<file path="src/rtl/dc_pen_if.sv">
// ----------------------------------------------------------------------------
// dc_pen_if
// Pin bundle between the pen-lift motor controller and its surroundings.
//   master : drives the command and raw inputs and observes the status and
//            H-bridge outputs (command/register layer, or a test bench).
//   slave  : the controller itself.
// Signals
//   enable, duty[PWM_W], set_pen, limit_switch, fault_n   master -> slave
//   pen_status, busy, fault, pwm, dir, brake               slave  -> master
// ----------------------------------------------------------------------------
interface dc_pen_if #(
    parameter int PWM_W = 8
);
    logic             enable;
    logic [PWM_W-1:0] duty;
    logic             set_pen;
    logic             limit_switch;
    logic             fault_n;
    logic             pen_status;
    logic             busy;
    logic             fault;
    logic             pwm;
    logic             dir;
    logic             brake;

    modport master (
        output enable, duty, set_pen, limit_switch, fault_n,
        input  pen_status, busy, fault, pwm, dir, brake
    );

    modport slave (
        input  enable, duty, set_pen, limit_switch, fault_n,
        output pen_status, busy, fault, pwm, dir, brake
    );
endinterface

</file>
<file path="src/rtl/dc_pen_ctrl.sv">
// ----------------------------------------------------------------------------
// dc_pen_ctrl
// Pen-lift DC motor controller for the SCARA plotter. Moves the pen to the
// commanded position through an H-bridge, with a soft-start duty ramp, a
// debounced limit switch, a travel timeout, a latched driver-fault state and
// a timed dynamic-brake phase after every completed move.
// Ports
//   clk_50   in   system clock, 50 MHz
//   reset_n  in   synchronous active-low reset
//   bus      slave modport of dc_pen_if:
//            enable, duty, set_pen, limit_switch (raw), fault_n (raw)  in
//            pen_status, busy, fault, pwm, dir, brake (active low)     out
// ----------------------------------------------------------------------------
module dc_pen_ctrl #(
    parameter int PWM_W     = 8,
    parameter int PRESCALE  = 1,
    parameter int DEBOUNCE  = 50000,
    parameter int RAMP_STEP = 8,
    parameter int TIMEOUT   = 25000000,
    parameter int BRAKE_CYC = 50000
) (
    input  logic     clk_50,
    input  logic     reset_n,
    dc_pen_if.slave  bus
);

    typedef enum logic [1:0] {
        S_IDLE,
        S_MOVE,
        S_STOP,
        S_FAULT
    } state_t;

    localparam int PRE_W   = (PRESCALE > 1) ? $clog2(PRESCALE) : 1;
    localparam int DB_W    = (DEBOUNCE > 1) ? $clog2(DEBOUNCE) : 1;
    // One timer serves both MOVE (timeout) and STOP (brake hold).
    localparam int TMR_MAX = (TIMEOUT > BRAKE_CYC) ? TIMEOUT : BRAKE_CYC;
    localparam int TMR_W   = (TMR_MAX > 1) ? $clog2(TMR_MAX) : 1;

    // ------------------------------------------------------------------
    // Input synchronisers. Idle levels (switch open = pen up, no fault)
    // are used as reset values so no spurious event follows reset.
    // ------------------------------------------------------------------
    logic ls_s1, ls_s2;
    logic fn_s1, fn_s2;

    // NOTE: all clocked state uses non-blocking assignments so every flop
    // samples the pre-edge value of the others.
    always_ff @(posedge clk_50) begin
        if (!reset_n) begin
            ls_s1 <= 1'b1;
            ls_s2 <= 1'b1;
            fn_s1 <= 1'b1;
            fn_s2 <= 1'b1;
        end else begin
            ls_s1 <= bus.limit_switch;
            ls_s2 <= ls_s1;
            fn_s1 <= bus.fault_n;
            fn_s2 <= fn_s1;
        end
    end

    // ------------------------------------------------------------------
    // Limit-switch debounce: ls_db follows the synchronised switch only
    // after DEBOUNCE consecutive cycles of disagreement.
    // ------------------------------------------------------------------
    logic            ls_db;
    logic [DB_W-1:0] db_cnt;
    logic            pen_status_i;

    always_ff @(posedge clk_50) begin
        if (!reset_n) begin
            ls_db  <= 1'b1;
            db_cnt <= '0;
        end else if (ls_s2 == ls_db) begin
            db_cnt <= '0;
        end else if (db_cnt == DB_W'(DEBOUNCE - 1)) begin
            ls_db  <= ls_s2;
            db_cnt <= '0;
        end else begin
            db_cnt <= db_cnt + 1'b1;
        end
    end

    assign pen_status_i = ~ls_db;

    // ------------------------------------------------------------------
    // Free-running PWM timebase, active in every state.
    // ------------------------------------------------------------------
    logic [PRE_W-1:0] pre_cnt;
    logic [PWM_W-1:0] pwm_cnt;
    logic             tick;
    logic             wrap;

    assign tick = (pre_cnt == PRE_W'(PRESCALE - 1));
    assign wrap = tick && (pwm_cnt == '1);

    always_ff @(posedge clk_50) begin
        if (!reset_n) begin
            pre_cnt <= '0;
            pwm_cnt <= '0;
        end else begin
            pre_cnt <= tick ? '0 : pre_cnt + 1'b1;
            if (tick) begin
                pwm_cnt <= pwm_cnt + 1'b1;
            end
        end
    end

    // ------------------------------------------------------------------
    // Soft-start ramp. The sum is one bit wider so a large step cannot
    // wrap past the target; the min() also pulls cur_duty down when the
    // target drops mid-move.
    // ------------------------------------------------------------------
    logic [PWM_W-1:0] cur_duty;
    logic [PWM_W:0]   ramp_sum;
    logic [PWM_W-1:0] ramp_next;

    assign ramp_sum  = {1'b0, cur_duty} + (PWM_W + 1)'(RAMP_STEP);
    assign ramp_next = (ramp_sum > {1'b0, bus.duty}) ? bus.duty : ramp_sum[PWM_W-1:0];

    // ------------------------------------------------------------------
    // Control FSM
    // ------------------------------------------------------------------
    state_t           state, state_nxt;
    logic [TMR_W-1:0] timer;
    logic             dir_q;
    logic             pwm_q;
    logic             brake_q;
    logic             busy_q;
    logic             fault_q;

    // NOTE: state_nxt gets a default before the case so no path leaves it
    // unassigned, which would otherwise infer a latch.
    always_comb begin
        state_nxt = state;
        case (state)
            S_IDLE: begin
                if (bus.enable && fn_s2 && (bus.set_pen != pen_status_i)) begin
                    state_nxt = S_MOVE;
                end
            end
            S_MOVE: begin
                // Priority: fault, timeout, disable, arrival, reversal.
                if (!fn_s2) begin
                    state_nxt = S_FAULT;
                end else if (timer == TMR_W'(TIMEOUT - 1)) begin
                    state_nxt = S_FAULT;
                end else if (!bus.enable) begin
                    state_nxt = S_IDLE;
                end else if (pen_status_i == dir_q) begin
                    state_nxt = S_STOP;
                end else if (bus.set_pen != dir_q) begin
                    // A reversal brakes first; IDLE then relaunches.
                    state_nxt = S_STOP;
                end
            end
            S_STOP: begin
                if (!fn_s2) begin
                    state_nxt = S_FAULT;
                end else if (timer == TMR_W'(BRAKE_CYC - 1)) begin
                    state_nxt = S_IDLE;
                end
            end
            S_FAULT: begin
                if (!bus.enable && fn_s2) begin
                    state_nxt = S_IDLE;
                end
            end
            default: state_nxt = S_IDLE;
        endcase
    end

    // Outputs are registered from the next state so they change on the
    // same edge as the state itself.
    always_ff @(posedge clk_50) begin
        if (!reset_n) begin
            state    <= S_IDLE;
            timer    <= '0;
            cur_duty <= '0;
            dir_q    <= 1'b0;
            pwm_q    <= 1'b0;
            brake_q  <= 1'b1;
            busy_q   <= 1'b0;
            fault_q  <= 1'b0;
        end else begin
            state   <= state_nxt;
            busy_q  <= (state_nxt != S_IDLE);
            fault_q <= (state_nxt == S_FAULT);
            brake_q <= (state_nxt != S_STOP);
            pwm_q   <= (state == S_MOVE) && (state_nxt == S_MOVE) && (pwm_cnt < cur_duty);

            if (state_nxt != state) begin
                timer <= '0;
            end else if ((state == S_MOVE) || (state == S_STOP)) begin
                timer <= timer + 1'b1;
            end

            if ((state == S_IDLE) && (state_nxt == S_MOVE)) begin
                dir_q    <= bus.set_pen;
                cur_duty <= '0;
            end else if ((state == S_MOVE) && (state_nxt == S_MOVE) && wrap) begin
                cur_duty <= ramp_next;
            end
        end
    end

    assign bus.pen_status = pen_status_i;
    assign bus.busy       = busy_q;
    assign bus.fault      = fault_q;
    assign bus.pwm        = pwm_q;
    assign bus.dir        = dir_q;
    assign bus.brake      = brake_q;

endmodule

</file>
<file path="src/flat_wrapper.sv">
// flat-port wrapper written by rule: the top's interface ports become plain ports
module dc_pen_ctrl_flat 
#(
    parameter int PWM_W     = 8,
    parameter int PRESCALE  = 1,
    parameter int DEBOUNCE  = 50000,
    parameter int RAMP_STEP = 8,
    parameter int TIMEOUT   = 25000000,
    parameter int BRAKE_CYC = 50000
)
  (clk_50, reset_n, bus_enable, bus_duty, bus_set_pen, bus_limit_switch, bus_fault_n, bus_pen_status, bus_busy, bus_fault, bus_pwm, bus_dir, bus_brake);
  dc_pen_if #(.PWM_W(PWM_W)) bus_i ();
  input  logic clk_50;
  input  logic reset_n;
  input wire logic [$bits(bus_i.enable)-1:0] bus_enable;
  input wire logic [$bits(bus_i.duty)-1:0] bus_duty;
  input wire logic [$bits(bus_i.set_pen)-1:0] bus_set_pen;
  input wire logic [$bits(bus_i.limit_switch)-1:0] bus_limit_switch;
  input wire logic [$bits(bus_i.fault_n)-1:0] bus_fault_n;
  output wire logic [$bits(bus_i.pen_status)-1:0] bus_pen_status;
  output wire logic [$bits(bus_i.busy)-1:0] bus_busy;
  output wire logic [$bits(bus_i.fault)-1:0] bus_fault;
  output wire logic [$bits(bus_i.pwm)-1:0] bus_pwm;
  output wire logic [$bits(bus_i.dir)-1:0] bus_dir;
  output wire logic [$bits(bus_i.brake)-1:0] bus_brake;
  assign bus_i.enable = bus_enable;
  assign bus_i.duty = bus_duty;
  assign bus_i.set_pen = bus_set_pen;
  assign bus_i.limit_switch = bus_limit_switch;
  assign bus_i.fault_n = bus_fault_n;
  assign bus_pen_status = bus_i.pen_status;
  assign bus_busy = bus_i.busy;
  assign bus_fault = bus_i.fault;
  assign bus_pwm = bus_i.pwm;
  assign bus_dir = bus_i.dir;
  assign bus_brake = bus_i.brake;
  dc_pen_ctrl #(.PWM_W(PWM_W), .PRESCALE(PRESCALE), .DEBOUNCE(DEBOUNCE), .RAMP_STEP(RAMP_STEP), .TIMEOUT(TIMEOUT), .BRAKE_CYC(BRAKE_CYC)) u_core (.clk_50(clk_50), .reset_n(reset_n), .bus(bus_i));
endmodule
</file>
<file path="config.mk">
export PLATFORM = sky130hd
export DESIGN_NAME = dc_pen_ctrl_flat
export DESIGN_NICKNAME = d
export VERILOG_FILES = /design/src/rtl/dc_pen_if.sv /design/src/rtl/dc_pen_ctrl.sv /design/src/flat_wrapper.sv
export SDC_FILE = /design/constraint.sdc
export NUM_CORES = 1
export LEC_CHECK = 0
export ABC_AREA = 1
export BUFFER_PORTS_ARGS = -buffer_cell sky130_fd_sc_hd__buf_4
export CORE_MARGIN = 3
export CORE_UTILIZATION = 25
export CTS_CLUSTER_DIAMETER = 150
export CTS_CLUSTER_SIZE = 28
export DETAILED_ROUTE_END_ITERATION = 12
export PLACE_DENSITY = 0.39
export SKIP_CTS_REPAIR_TIMING = 1
export SYNTH_ARGS = -nofsm -noshare
export SYNTH_HDL_FRONTEND = slang
export SYNTH_SLANG_ARGS = --single-unit
</file>
<file path="constraint.sdc">
create_clock -name clk_50 -period 2.4 [get_ports clk_50]
set_clock_uncertainty 0.15 [all_clocks]
set_input_delay 0.72 -clock clk_50 [delete_from_list [all_inputs] [get_ports clk_50]]
set_output_delay 0.72 -clock clk_50 [all_outputs]
set_load 0.005 [all_outputs]
</file>
==> flow_summary.toml <==
[run_status]
outcome = "finished, final reports clean"

[critical_path]
cp_cell_sequence = "ha_4 -> buf_4 -> xor2_2 -> ha_1 -> nand3_2 -> o32ai_2 -> nand2_2 -> buf_4 -> o21ai_1 -> nand2_1 -> nand2_1 -> nor2_1"
r2r_slack_ns = 0.12
cp_num_cells = 12
r2r-end = "u_core.cur_duty[7]"
cp-start-kind = "flop"
reg2reg_depth = 12
crit_fanout = 5
worstPathArrival_ns = 2.37
endpoint = "u_core.cur_duty[7]"
cp_slowest_stage_delay_ns = 0.36
cp-end-kind = "flop"
crit_type = "flop to flop"
cp_slowest_cell = "dfxtp_4"
crit_family = "adder cells"
critPathBufInv = 2
required_ns = 2.49
r2r-start = "u_core.cur_duty[4]"
cp-startpoint = "u_core.cur_duty[4]"

[routing]
dr_total_vias = 3536
routed.top_layer = "met4"
dr_wl_met3_microns = 294
antenna_left = 0
drt-total-wl_microns = 9090
routed_via_density = 4.25
drc_errors = 0
firstDrtPassIters = 4
wl_met1_microns = 4250
post_drt_wl_per_cell_microns = 10.9
drtIter0Drc = 98
route.met2.wl_microns = 4350

[placed_design]
place_hpwl_microns = 6980
portBuffers = 19
place_congestion = 0.860
dp_slack_ns = -0.218

[synthesis]
syn_area_per_cell_sq_um = 6.99
syn-instance-count = 561
syn_area_sq_um = 3920
synth_top_cell_area_share = 0.357
yosys.area.top_type = "dfxtp_1"
yosysMostFrequentCell = "nand2_1"
ys.flop_type = "dfxtp_1"
synth_common_cells = "nand2_1 (113), inv_1 (84), nor2_1 (83)"
synth_async_sr_flop_share = 0
synth.area.top_cells = "dfxtp_1 (36%), nand2_1 (11%), inv_1 (8.0%)"
ys_warn_count = 0
synth_edf_count = 0
synth.distinct_cells = 38
ys_seq_elements = 70
ys_seq_area_frac = 0.357
synth_nets = 599

[layout]
diodes = 0
finalNetCount = 654
area_delta_synth_final_pct = 28.5
final_layout_size_suffix_gt1_frac = 0.235
fillCellCount = 1676
seqCellArea_sq_um = 1420
multi_input_area_sq_um = 2320

[die]
dieArea_sq_um = 17200
start_util = 0.257
die_h_microns = 131
top_level_ports = 20
die_x_microns = 131
rows = 45
core-area_sq_um = 15300

[clock_tree]
clkLatencyLatePin_ns = 0.34
cts_buffers = 9
root_buffer = "clkbuf_16"
cts_max_level = 3
clk_path_buf_depth = 2
path_clk_slew_ns = 0.06
cts_tree = "built"
cts.sinks = 70

[global_route]
grt_use_total = 0.110
grt_max_degree = 26
grt_pass1_wl_microns = 15600
grt_overflow = 0
grt_pass1_vias = 3389
antenna_found_initial = 0

[worst_hold_path]
hold_path_class = "flop to flop"
min_from = "u_core.fn_s1"

[timing]
drv_slew = 0
hold_violations = 0
timing.final.ws_setup_ns = 0.121
setup_viol = 0
clock.fmax_ghz = 0.439
period_minus_slack_ns = 2.28
fin_crit_sh = 0.949

[pwr]
power.leakage_uw = 0.00200
p_total_uw = 3060
p_per_area_nw_per_um2 = 606
ir_worst_vdd_mv = 0.345

[job]
maxCapViolations = 0
power by group:
group / internal [uW] / switching (uW)
logic: 167 / 225
clock network: 940 / 518
registers: 1190 / 18.5
cell type report:
type / instances / area share
flip-flops and latches: 70 / 0.281
clock buffers: 11 / 0.0481
repair buffers: 49 / 0.0762
multi-input cells: 398 / 0.460
clock inverters: 5 / 0.0164
well taps: 211 / 0.0524
inverters: 88 / 0.0655
worst register-to-register path, delay by kind of cell, from the launching register on:
| family | cells | cell delay, ns |
|---|---|---|
| flops | 1 | 0.36 |
| compound gates | 2 | 0.38 |
| xor+xnor | 1 | 0.15 |
| fa+ha+maj | 2 | 0.46 |
| buf+inv | 2 | 0.30 |
| simple gates | 5 | 0.38 |
routing by layer:
metal	global-route usage	vias to the layer above
met1	0.134	1594
li1	-	1883
met5	0	-
met4	0.0449	0
met2	0.182	47
met3	0.0345	12
how the worst min path moves through the flow:
stage / cells past startpoint / end
after floorplan: 1 / u_core.fn_s2
after global placement: 1 / u_core.ls_s2
after detailed placement: 1 / u_core.fn_s2
after CTS: 1 / u_core.fn_s2
after global routing: 1 / u_core.fn_s2
final: 1 / u_core.fn_s2
registers in the layout (all words and copies together) (netlist names):
signal and flops:
u_core.bus.dir 1, u_core.bus.pwm 1, u_core.pwm_cnt 8, u_core.ls_db 1
u_core.timer 25, u_core.bus.brake 1, u_core.db_cnt 16, u_core.fn_s1 1
u_core.bus.busy 1, u_core.bus.fault 1, u_core.cur_duty 8, u_core.ls_s1 1
u_core.fn_s2 1, u_core.ls_s2 1, u_core.pre_cnt 1, u_core.state 2
stage by stage:
stage	instance area, sq um	cells	utilization	hold WS [ns]	setup TNS [ns]
after detailed placement	4500	811	0.295	0.250	-2.58
after CTS	4820	827	0.316	0.264	-0.684
after global placement	4500	811	0.295	0.248	-1.67
after floorplan	3920	561	-	0.243	0
final	5040	832	0.330	0.262	0
after global routing	5040	832	0.330	0.280	-0.0205
cells in the final DEF (no fill, tap or decap), drive strengths merged, types with 13 or more instances in the layout:
master,netlist,routed
a21oi,24,24
buf,3,49
dfxtp,70,70
ha,24,24
inv,87,87
nand2,114,114
nand3,22,22
nand4,13,13
nor2,109,110
nor3,14,14
o21ai,24,24
xor2,26,26
cells by family (layout without fill, tap and decap cells):
family | after synthesis | in the layout | synth area share
and+or+nand+nor | 286 | 287 | 0.324
buffers and inverters | 94 | 153 | 0.0947
DFF | 70 | 70 | 0.357
AOI/OAI and AO/OA | 57 | 57 | 0.0813
xor gates and xnor gates | 28 | 28 | 0.0625
adders and majority gates | 24 | 24 | 0.0765
other | 1 | 1 | 0.000956
muxes | 1 | 1 | 0.00255
(Power assumes the default switching activity.)
